### src/rtl/alu_pkg.sv
// Shared definitions for the ALU sequencer: opcodes, status bit positions
// and the sequencer state encoding.
package alu_pkg;

    typedef enum logic [2:0] {
        OP_ADD = 3'd0,
        OP_SUB = 3'd1,
        OP_SHL = 3'd2,
        OP_SHR = 3'd3,
        OP_MUL = 3'd4,
        OP_DIV = 3'd5,
        OP_LDI = 3'd6,
        OP_NOP = 3'd7
    } opcode_e;

    localparam int ST_V = 3;
    localparam int ST_C = 2;
    localparam int ST_N = 1;
    localparam int ST_Z = 0;

    localparam logic [3:0] STATUS_DIV0 = 4'b1000;

    typedef enum logic [2:0] {
        S_IDLE,
        S_READ,
        S_EXEC,
        S_WB_LO,
        S_WB_HI
    } seq_state_e;

    // Ops whose result is produced by the ALU and therefore update status.
    function automatic logic is_alu_op(input opcode_e op);
        return (op != OP_LDI) && (op != OP_NOP);
    endfunction

    function automatic logic is_wide_op(input opcode_e op);
        return (op == OP_MUL) || (op == OP_DIV);
    endfunction

endpackage

### src/rtl/alu_regfile.sv
// Register file: two combinational operand read ports, one debug read port
// and a single synchronous write port; all entries clear on reset.
module alu_regfile #(
    parameter int WIDTH = 8,
    parameter int REGS  = 8,
    localparam int AW   = $clog2(REGS)
) (
    input  logic             clk,
    input  logic             rst_n,
    input  logic             i_we,
    input  logic [AW-1:0]    i_waddr,
    input  logic [WIDTH-1:0] i_wdata,
    input  logic [AW-1:0]    i_raddr1,
    input  logic [AW-1:0]    i_raddr2,
    input  logic [AW-1:0]    i_dbg_addr,
    output logic [WIDTH-1:0] o_rdata1,
    output logic [WIDTH-1:0] o_rdata2,
    output logic [WIDTH-1:0] o_dbg_data
);

    logic [WIDTH-1:0] r_mem [REGS];

    // NOTE: resetting the array makes every entry a flop with reset; this is
    // intentional because software relies on all registers reading 0 after reset.
    always_ff @(posedge clk) begin
        if (!rst_n) begin
            for (int i = 0; i < REGS; i++) begin
                r_mem[i] <= '0;
            end
        end else if (i_we) begin
            r_mem[i_waddr] <= i_wdata;
        end
    end

    assign o_rdata1   = r_mem[i_raddr1];
    assign o_rdata2   = r_mem[i_raddr2];
    assign o_dbg_data = r_mem[i_dbg_addr];

endmodule

### src/rtl/alu_sequencer.sv
// Instruction sequencer in front of a purely combinational ALU: fetches
// operands, captures ALU results and owns register and status write-back.
module alu_sequencer
    import alu_pkg::*;
#(
    parameter int WIDTH = 8,
    parameter int REGS  = 8,
    localparam int AW   = $clog2(REGS)
) (
    input  logic             clk,
    input  logic             rst_n,
    input  logic             instr_valid,
    output logic             instr_ready,
    input  logic [2:0]       instr_op,
    input  logic [AW-1:0]    instr_rd,
    input  logic [AW-1:0]    instr_rs1,
    input  logic [AW-1:0]    instr_rs2,
    input  logic [WIDTH-1:0] instr_imm,
    output logic [2:0]       alu_opcode,
    output logic [WIDTH-1:0] alu_op1,
    output logic [WIDTH-1:0] alu_op2,
    output logic [3:0]       alu_status_in,
    input  logic [WIDTH-1:0] alu_result,
    input  logic [WIDTH-1:0] alu_upper,
    input  logic [3:0]       alu_status_out,
    output logic             done,
    output logic [3:0]       status,
    input  logic [AW-1:0]    dbg_addr,
    output logic [WIDTH-1:0] dbg_data
);

    seq_state_e       r_state;
    opcode_e          r_op;
    logic [AW-1:0]    r_rd;
    logic [AW-1:0]    r_rs1;
    logic [AW-1:0]    r_rs2;
    logic [WIDTH-1:0] r_imm;
    opcode_e          r_alu_opcode;
    logic [WIDTH-1:0] r_alu_op1;
    logic [WIDTH-1:0] r_alu_op2;
    logic [WIDTH-1:0] r_result;
    logic [WIDTH-1:0] r_upper;
    logic [3:0]       r_flags;
    logic             r_div0;
    logic [3:0]       r_status;
    logic             r_done;

    logic             w_we;
    logic [AW-1:0]    w_waddr;
    logic [WIDTH-1:0] w_wdata;
    logic [WIDTH-1:0] w_rdata1;
    logic [WIDTH-1:0] w_rdata2;
    logic             w_exec_div0;
    logic             w_exec_to_hi;
    opcode_e          w_instr_op;

    assign w_instr_op   = opcode_e'(instr_op);
    assign w_exec_div0  = (r_op == OP_DIV) && (r_alu_op2 == '0);
    assign w_exec_to_hi = is_wide_op(r_op) && !w_exec_div0;

    alu_regfile #(.WIDTH(WIDTH), .REGS(REGS)) u_regfile (
        .clk        (clk),
        .rst_n      (rst_n),
        .i_we       (w_we),
        .i_waddr    (w_waddr),
        .i_wdata    (w_wdata),
        .i_raddr1   (r_rs1),
        .i_raddr2   (r_rs2),
        .i_dbg_addr (dbg_addr),
        .o_rdata1   (w_rdata1),
        .o_rdata2   (w_rdata2),
        .o_dbg_data (dbg_data)
    );

    // NOTE: every state and output register uses non-blocking assignment so
    // all of them update together on the edge and reads see pre-edge values.
    always_ff @(posedge clk) begin
        if (!rst_n) begin
            r_state      <= S_IDLE;
            r_op         <= OP_NOP;
            r_rd         <= '0;
            r_rs1        <= '0;
            r_rs2        <= '0;
            r_imm        <= '0;
            r_alu_opcode <= OP_ADD;
            r_alu_op1    <= '0;
            r_alu_op2    <= '0;
            r_result     <= '0;
            r_upper      <= '0;
            r_flags      <= '0;
            r_div0       <= 1'b0;
            r_status     <= '0;
            r_done       <= 1'b0;
        end else begin
            r_done <= 1'b0;
            case (r_state)
                S_IDLE: begin
                    if (instr_valid) begin
                        r_op  <= w_instr_op;
                        r_rd  <= instr_rd;
                        r_rs1 <= instr_rs1;
                        r_rs2 <= instr_rs2;
                        r_imm <= instr_imm;
                        if (is_alu_op(w_instr_op)) begin
                            r_state <= S_READ;
                        end else begin
                            r_state <= S_WB_LO;
                            r_done  <= 1'b1;
                        end
                    end
                end
                S_READ: begin
                    r_alu_opcode <= r_op;
                    r_alu_op1    <= w_rdata1;
                    r_alu_op2    <= w_rdata2;
                    r_state      <= S_EXEC;
                end
                S_EXEC: begin
                    r_result <= alu_result;
                    r_upper  <= alu_upper;
                    r_flags  <= alu_status_out;
                    r_div0   <= w_exec_div0;
                    r_done   <= !w_exec_to_hi;
                    r_state  <= S_WB_LO;
                end
                S_WB_LO: begin
                    if (is_alu_op(r_op)) begin
                        r_status <= r_div0 ? STATUS_DIV0 : r_flags;
                    end
                    // A zero divisor retires here; otherwise MUL/DIV still owe the high half.
                    if (is_wide_op(r_op) && !r_div0) begin
                        r_state <= S_WB_HI;
                        r_done  <= 1'b1;
                    end else begin
                        r_state <= S_IDLE;
                    end
                end
                S_WB_HI: r_state <= S_IDLE;
                default: r_state <= S_IDLE;
            endcase
        end
    end

    // NOTE: defaults are assigned before the case so no path leaves a signal
    // unassigned, which would otherwise infer a latch.
    always_comb begin
        w_we    = 1'b0;
        w_waddr = r_rd;
        w_wdata = r_result;
        case (r_state)
            S_WB_LO: begin
                case (r_op)
                    OP_DIV:  w_we = !r_div0;
                    OP_LDI: begin
                        w_we    = 1'b1;
                        w_wdata = r_imm;
                    end
                    OP_NOP:  w_we = 1'b0;
                    default: w_we = 1'b1;
                endcase
            end
            S_WB_HI: begin
                w_we    = 1'b1;
                w_waddr = r_rd + AW'(1);
                w_wdata = r_upper;
            end
            default: w_we = 1'b0;
        endcase
    end

    assign instr_ready   = (r_state == S_IDLE);
    assign alu_opcode    = r_alu_opcode;
    assign alu_op1       = r_alu_op1;
    assign alu_op2       = r_alu_op2;
    assign alu_status_in = r_status;
    assign status        = r_status;
    assign done          = r_done;

endmodule

### config.mk
export PLATFORM = sky130hd
export DESIGN_NAME = alu_sequencer
export DESIGN_NICKNAME = d
export VERILOG_FILES = /design/src/rtl/alu_pkg.sv /design/src/rtl/alu_regfile.sv /design/src/rtl/alu_sequencer.sv
export SDC_FILE = /design/constraint.sdc
export NUM_CORES = 1
export LEC_CHECK = 0
export ABC_AREA = 1
export CORE_MARGIN = 5
export CORE_UTILIZATION = 45
export DETAILED_ROUTE_END_ITERATION = 6
export GPL_TIMING_DRIVEN = 0
export PLACE_DENSITY = 0.68
export SLEW_MARGIN = 30
export SYNTH_ARGS = -nofsm -noshare
export SYNTH_HDL_FRONTEND = slang
export SYNTH_HIERARCHICAL = 1
export SYNTH_SLANG_ARGS = --single-unit
### constraint.sdc
create_clock -name clk -period 2.46 [get_ports clk]
set_clock_uncertainty 0.05 [all_clocks]
set_input_delay 0.615 -clock clk [delete_from_list [all_inputs] [get_ports clk]]
set_output_delay 0.615 -clock clk [all_outputs]
set_load 0.02 [all_outputs]
After elaboration in Yosys (flattened, before gate mapping)
Memory sizes are Yosys's and may differ from the RTL's. A register that Yosys moved wholly into a read port is not among the register bits.
Cells that the tools add are included.
- register bits: 52
- latch bits: 0
- RAM bits: 64
- bits in read-only memories: 0
- input port bits: 46
- output and inout bits: 37
- word-level logic and storage cells: 65
- memories kept: 1
- memory list (name ; words ; bits a word ; rd ports ; clocked after Yosys merged registers in ; wr ports ; RTL line ; text):
    u_regfile.r_mem ; 8 ; 8 ; 3 ; 2 ; 8 ; alu_regfile.sv:21 ; logic [WIDTH-1:0] r_mem [REGS];
- $add $sub $neg: 1
- $mul: 0
- divide/modulo/power cells: 0
- magnitude comparators: 0
- equality and inequality tests: 13
- shift operators: 0
- mux-type cells: 21
- bitwise gates (word level): 0
- reductions and logical operators: 16
- operators with widths (operator ; count):
    2-to-1 mux 8 bit ; 2
    one-hot mux 8 bit (2 select lines) ; 1
    equality test 3 bit (second input constant) ; 5
    2-to-1 mux 3 bit ; 4
    != test 3 bit (second input constant) ; 4
    one-hot mux 3 bit (4 select lines) ; 1
    zero test 8 bit ; 1
    2-to-1 mux 1 bit ; 8
    OR reduction 8 bit ; 1
    equality test 3 x 2 -> 1 bit (second input constant) ; 2
    logical AND 1 bit ; 5
    zero test 1 bit ; 5
    2-to-1 mux 4 bit ; 1
    one-hot mux 1 bit (2 select lines) ; 2
    AND reduction 2 bit ; 2
    adder 3 x 1 -> 3 bit (second input constant) ; 1
    equality test 3 x 1 -> 1 bit (second input constant) ; 1
    zero test 3 bit ; 1
    one-hot mux 1 bit (3 select lines) ; 1
    2-to-1 mux 2 bit ; 1
    != test 2 bit (second input constant) ; 1
    logical OR 1 bit ; 1

Depth between registers and ports, before layout
- word-level depth: 8
- depth in mapped cells: 10
- depth with buffers taken out: 9

Cells and area by module
Netlist, hierarchy kept.
- modules (own cells, without submodules) (module ; times used ; cells each ; area an instance (um^2) ; sequential area each (um^2)):
    alu_regfile ; 1 ; 678 ; 4526.8 ; 1921.8
    alu_sequencer ; 1 ; 387 ; 2813.9 ; 1361.3

Worst setup path after synthesis
No wires, ideal clock.
- path type: reg2reg
- start point: reg r_state[1]
- end point: mem u_regfile.r_mem[1][0] (enable)
- data arrival time: 1.725 ns
- slack: 0.356 ns
- stages on the path, launching flop included: 11
- path buffers: 1
- period minus slack after synthesis: 2.104 ns
- cell sequence: dfxtp_1 -> inv_1 -> nand2_1 -> nor2_1 -> buf_2 -> inv_1 -> o21ai_0 -> nand2_4 -> nor2_4 -> nand2_4 -> nand2_1
- RTL lines (what ; RTL line ; text):
    start, declared ; alu_sequencer.sv:32 ; seq_state_e r_state;
    start signal, assigned ; alu_sequencer.sv:79 ; r_state <= S_IDLE;
    start signal, assigned ; alu_sequencer.sv:105 ; r_state <= S_READ;
    start signal, assigned ; alu_sequencer.sv:107 ; r_state <= S_WB_LO;
    end, declared ; alu_regfile.sv:21 ;

Worst setup path after layout
- start point: in dbg_addr[0]
- end point: out dbg_data[4]
- longest elaborated chain between the ends: 1
- ends and longest elaborated chain (what ; RTL line ; text):
    start, declared ; alu_sequencer.sv:28 ; input logic [AW-1:0] dbg_addr,
    memory read (8 x 8 bit) ; -- ;
    end, declared ; alu_sequencer.sv:29 ; output logic [WIDTH-1:0] dbg_data
No other way between the ends.

==> load_flow_metrics.sql <==
INSERT INTO impl_metrics (metric_group, metric, value, unit) VALUES
('outcome', 'outcome', 'finished clean', ''),
('logic_synthesis', 'netlist_area', '0.00734', 'sq mm'),
('global_routing', 'pin_count_of_the_biggest_net_entering_global_routing', '17', ''),
('worst_setup_path', 'timing.critical_path.from_type', 'input port', ''),
('logic_synthesis', 'mean_area_per_synthesized_cell', '6.89', 'sq um'),
('logic_synthesis', 'post-synth-top-area-fraction', '26.2', '%'),
('cts', 'htree_levels', '4', ''),
('flow_run', 'max_cap_viol_count', '0', ''),
('final_layout', 'design_area', '0.00898', 'sq mm'),
('logic_synthesis', 'synth_simple_gate_area_share', '35.4', '%'),
('worst_setup_path', 'setup.worst_path.end_class', 'output port', ''),
('floorplan', 'die_area', '0.0190', 'sq mm'),
('final_layout', 'diodes', '0', ''),
('logic_synthesis', 'ys_types', '27', ''),
('timing', 'holdWs', '0.394', 'ns'),
('cts', 'total_clock_sinks', '132', ''),
('timing', 'timing_max_transition_violations_final', '0', ''),
('cts', 'tritoncts.num_buffers', '17', ''),
('final_layout', 'n_fill_cell', '1542', ''),
('timing', 'worst_slack', '0.0657', 'ns'),
('logic_synthesis', 'yosys.area_share.adder', '0.170', '%'),
('power', 'p_leak', '4.16', 'nW'),
('cts', 'clockRootBuffer', 'sky130_fd_sc_hd__clkbuf_16', ''),
('cts', 'cts.path.max_buffers', '2', ''),
('timing', 'min_period_over_period', '97.3', '%'),
('cts', 'clock_insertion_delay_worst_skew', '0.42', 'ns'),
('timing', 'setup-tns-final', '0', 'ns'),
('hold_path', 'hold_path_class', 'reg -> reg', ''),
('power', 'totalPowerFinal', '6.17', 'mW'),
('global_routing', 'grt_pass1_vias', '6534', ''),
('drt', 'postRouteWirelength', '21800', 'microns'),
('worst_setup_path', 'critPathTopFamily', 'buffers and inverters', ''),
('logic_synthesis', 'syn_nets', '1112', ''),
('power', 'pwr_density_cell', '687', 'mW/mm^2'),
('worst_setup_path', 'slowest_delay', '0.31', 'ns'),
('logic_synthesis', 'synthDominantAreaCellType', 'sky130_fd_sc_hd__edfxtp_1', ''),
('global_routing', 'antenna_found_initial', '0', ''),
('drt', 'num_vias', '7075', ''),
('global_routing', 'grt_usage', '23.7', '%'),
('logic_synthesis', 'area_contributors_post_synth', 'sky130_fd_sc_hd__edfxtp_1 (26%), sky130_fd_sc_hd__nand2_1 (19%), sky130_fd_sc_hd__dfxtp_1 (19%), sky130_fd_sc_hd__nand3_1 (7.4%), sky130_fd_sc_hd__nor2_1 (6.2%)', ''),
('cts', 'post_cts_buffers', '0', ''),
('timing', 'timing.final.crit_period', '2.39', 'ns'),
('placement', 'portBuffers', '78', ''),
('timing', 'maxClockFrequency', '0.418', 'GHz'),
('worst_setup_path', 'crit_slowest_cell', 'sky130_fd_sc_hd__dlygate4sd2_1', ''),
('worst_setup_path', 'max_fanout_on_critical_path', '10', ''),
('global_routing', 'grt_first_pass_wirelength', '34200', 'microns'),
('timing', 'rsz_0062_raised_after_global_routing', 'no', ''),
('timing', 'max-slew-margin-rel', '67.6', '%'),
('final_layout', 'area_growth_syn_to_layout', '22.3', '%'),
('power', 'ir_drop', '477', 'uV'),
('worst_setup_path', 'critical-path-top-cell-by-count', 'sky130_fd_sc_hd__nand2_1', ''),
('logic_synthesis', 'ys_warn_count', '6', ''),
('cts', 'tritoncts_clock_tree', 'built', ''),
('worst_setup_path', 'critPathRequiredTime', '1.79', 'ns'),
('floorplan', 'initial_standard_cell_utilization_of_the_core', '46.0', '%'),
('drt', 'drt_pass1_iterations', '6', ''),
('placement', 'rd_place_congestion', '1.04', ''),
('logic_synthesis', 'synth.mux.area_fraction', '0', '%'),
('drt', 'drc', '0', ''),
('placement', 'place.detailed.hpwl', '16600', 'microns'),
('worst_setup_path', 'critPathBufInv', '3', ''),
('drt', 'detail_route.iter0.violations', '634', ''),
('floorplan', 'core.rowCount', '46', ''),
('placement', 'pre_cts_slack', '-0.205', 'ns'),
('timing', 'setup_viol', '0', ''),
('drt', 'final_antenna_net_count', '0', ''),
('logic_synthesis', 'seq_area_frac_synth', '44.7', '%'),
('worst_setup_path', 'worstSetupPathType', 'in -> out', ''),
('logic_synthesis', 'compound_cell_area_share_of_the_yosys_netlist', '7.98', '%'),
('logic_synthesis', 'synth_xor_area_share', '0.239', '%');
==> logic make-up after synthesis <==
group,after synthesis
and+or+nand+nor,629
buffers and inverters,186
AOI/OAI and AO/OA,115
adders and majority gates,1
DFF,132
xor gates and xnor gates,2
==> layer usage <==
metal / up-vias / track usage (%) / wire length, microns / share of wire [%]
met5: - / 0 / 0 / 0
li1: 3549 / - / - / -
met1: 3163 / 32.1 / 9480 / 44
met3: 39 / 3.69 / 1630 / 7.5
met2: 324 / 37.3 / 9850 / 45
met4: 0 / 10.6 / 826 / 3.8
==> layout make-up <==
type                    count  area, sq um  share of cell area, %
clock inverters            13          118                   1.31
repair buffers             78          766                   8.53
inverters                 128          480                   5.35
clock buffers              19          454                   5.06
flip-flops and latches    132         3280                   36.6
plain buffers              58          365                   4.07
well taps                 216          270                   3.01
multi-input cells         747         3240                   36.1
==> worst register-to-register path, delay by kind of cell, from the launching register on <==
kind | cells | cell delay, ns
and+or+nand+nor | 5 | 0.84
DFF | 1 | 0.36
buffers and inverters | 3 | 0.35
AOI/OAI and AO/OA | 1 | 0.35
==> timing repair <==
item,in CTS,in global routing
hold buffers,0,0
endpoints found under the hold margin,0,0
pin swaps,0,0
gates resized for setup,11,14
setup endpoints to repair,72,68
==> path summary, 6_finish.rpt <==
kind | from | to | slack (ns) | depth (start not counted)
max | dbg_addr[0] | dbg_data[4] | 0.07 | 8
min | alu_op1[6] | alu_op1[6] | 0.39 | 2
min reg2reg | alu_op1[6] | alu_op1[6] | 0.39 | 2
max reg2reg | r_state[1] | u_regfile/r_mem[2][3] | 0.20 | 9
==> state kept, by name, indices dropped and copies added (netlist names) <==
name             flops
r_state              3
r_rs2                3
alu_opcode           3
r_rd                 3
r_div0               1
r_op                 3
u_regfile/r_mem     64
r_flags              4
r_rs1                3
alu_op2              8
done                 1
r_imm                8
alu_op1              8
r_result             8
r_upper              8
alu_status_in        4
==> per-stage QoR <==
stage | instances | util [%]
2_1_floorplan | 1065 | -
6_report | 1391 | 56.3
5_1_grt | 1391 | 56.3
4_1_cts | 1391 | 56.2
3_3_place_gp | 1359 | 52.6
3_5_place_dp | 1359 | 52.6
==> layout by cell type (no fill, tap or decap), types with 3 or more instances in the layout <==
cell                              synthesis  routed
sky130_fd_sc_hd__nand2_1                380     372
sky130_fd_sc_hd__nor2_1                 122     121
sky130_fd_sc_hd__inv_1                  116     116
sky130_fd_sc_hd__nand3_1                109     109
sky130_fd_sc_hd__clkdlybuf4s50_1          0      70
sky130_fd_sc_hd__dfxtp_1                 68      68
sky130_fd_sc_hd__o21ai_0                 65      65
sky130_fd_sc_hd__edfxtp_1                64      64
sky130_fd_sc_hd__a21oi_1                 44      44
sky130_fd_sc_hd__buf_2                   26      25
sky130_fd_sc_hd__clkbuf_16                0      18
sky130_fd_sc_hd__inv_2                   11      11
sky130_fd_sc_hd__clkbuf_1                10      11
sky130_fd_sc_hd__nand2_2                  2      10
sky130_fd_sc_hd__buf_6                   10      10
sky130_fd_sc_hd__buf_4                   10      10
sky130_fd_sc_hd__nand2_4                  9       9
sky130_fd_sc_hd__inv_4                    0       5
sky130_fd_sc_hd__dlygate4sd2_1            0       4
sky130_fd_sc_hd__nor2_4                   2       3
sky130_fd_sc_hd__inv_6                    0       3
==> where the power goes <==
group	internal, mW	switching [mW]	leakage [nW]
clock	1.46	0.963	0.285
combinational	0.431	0.785	2.66
sequential	2.45	0.0825	1.22
==> cell usage after synthesis <==
cell type,n
sky130_fd_sc_hd__a21oi_2,1
sky130_fd_sc_hd__a21oi_1,44
sky130_fd_sc_hd__nand2_1,380
sky130_fd_sc_hd__nor2_4,2
sky130_fd_sc_hd__inv_2,11
sky130_fd_sc_hd__nor2_1,122
sky130_fd_sc_hd__clkbuf_1,10
sky130_fd_sc_hd__ha_1,1
sky130_fd_sc_hd__edfxtp_1,64
sky130_fd_sc_hd__a31oi_1,1
sky130_fd_sc_hd__dfxtp_1,68
sky130_fd_sc_hd__nand2_4,9
sky130_fd_sc_hd__nor2_2,2
sky130_fd_sc_hd__o21ai_1,2
sky130_fd_sc_hd__inv_1,116
sky130_fd_sc_hd__o21ai_0,65
sky130_fd_sc_hd__nand3_2,1
sky130_fd_sc_hd__buf_1,2
sky130_fd_sc_hd__xor2_1,2
sky130_fd_sc_hd__nand2_2,2
sky130_fd_sc_hd__clkinv_1,1
sky130_fd_sc_hd__nor3_1,2
sky130_fd_sc_hd__buf_2,26
sky130_fd_sc_hd__nand3_1,109
sky130_fd_sc_hd__buf_6,10
sky130_fd_sc_hd__o211ai_1,2
sky130_fd_sc_hd__buf_4,10
Power figures use the tool's default switching activity.
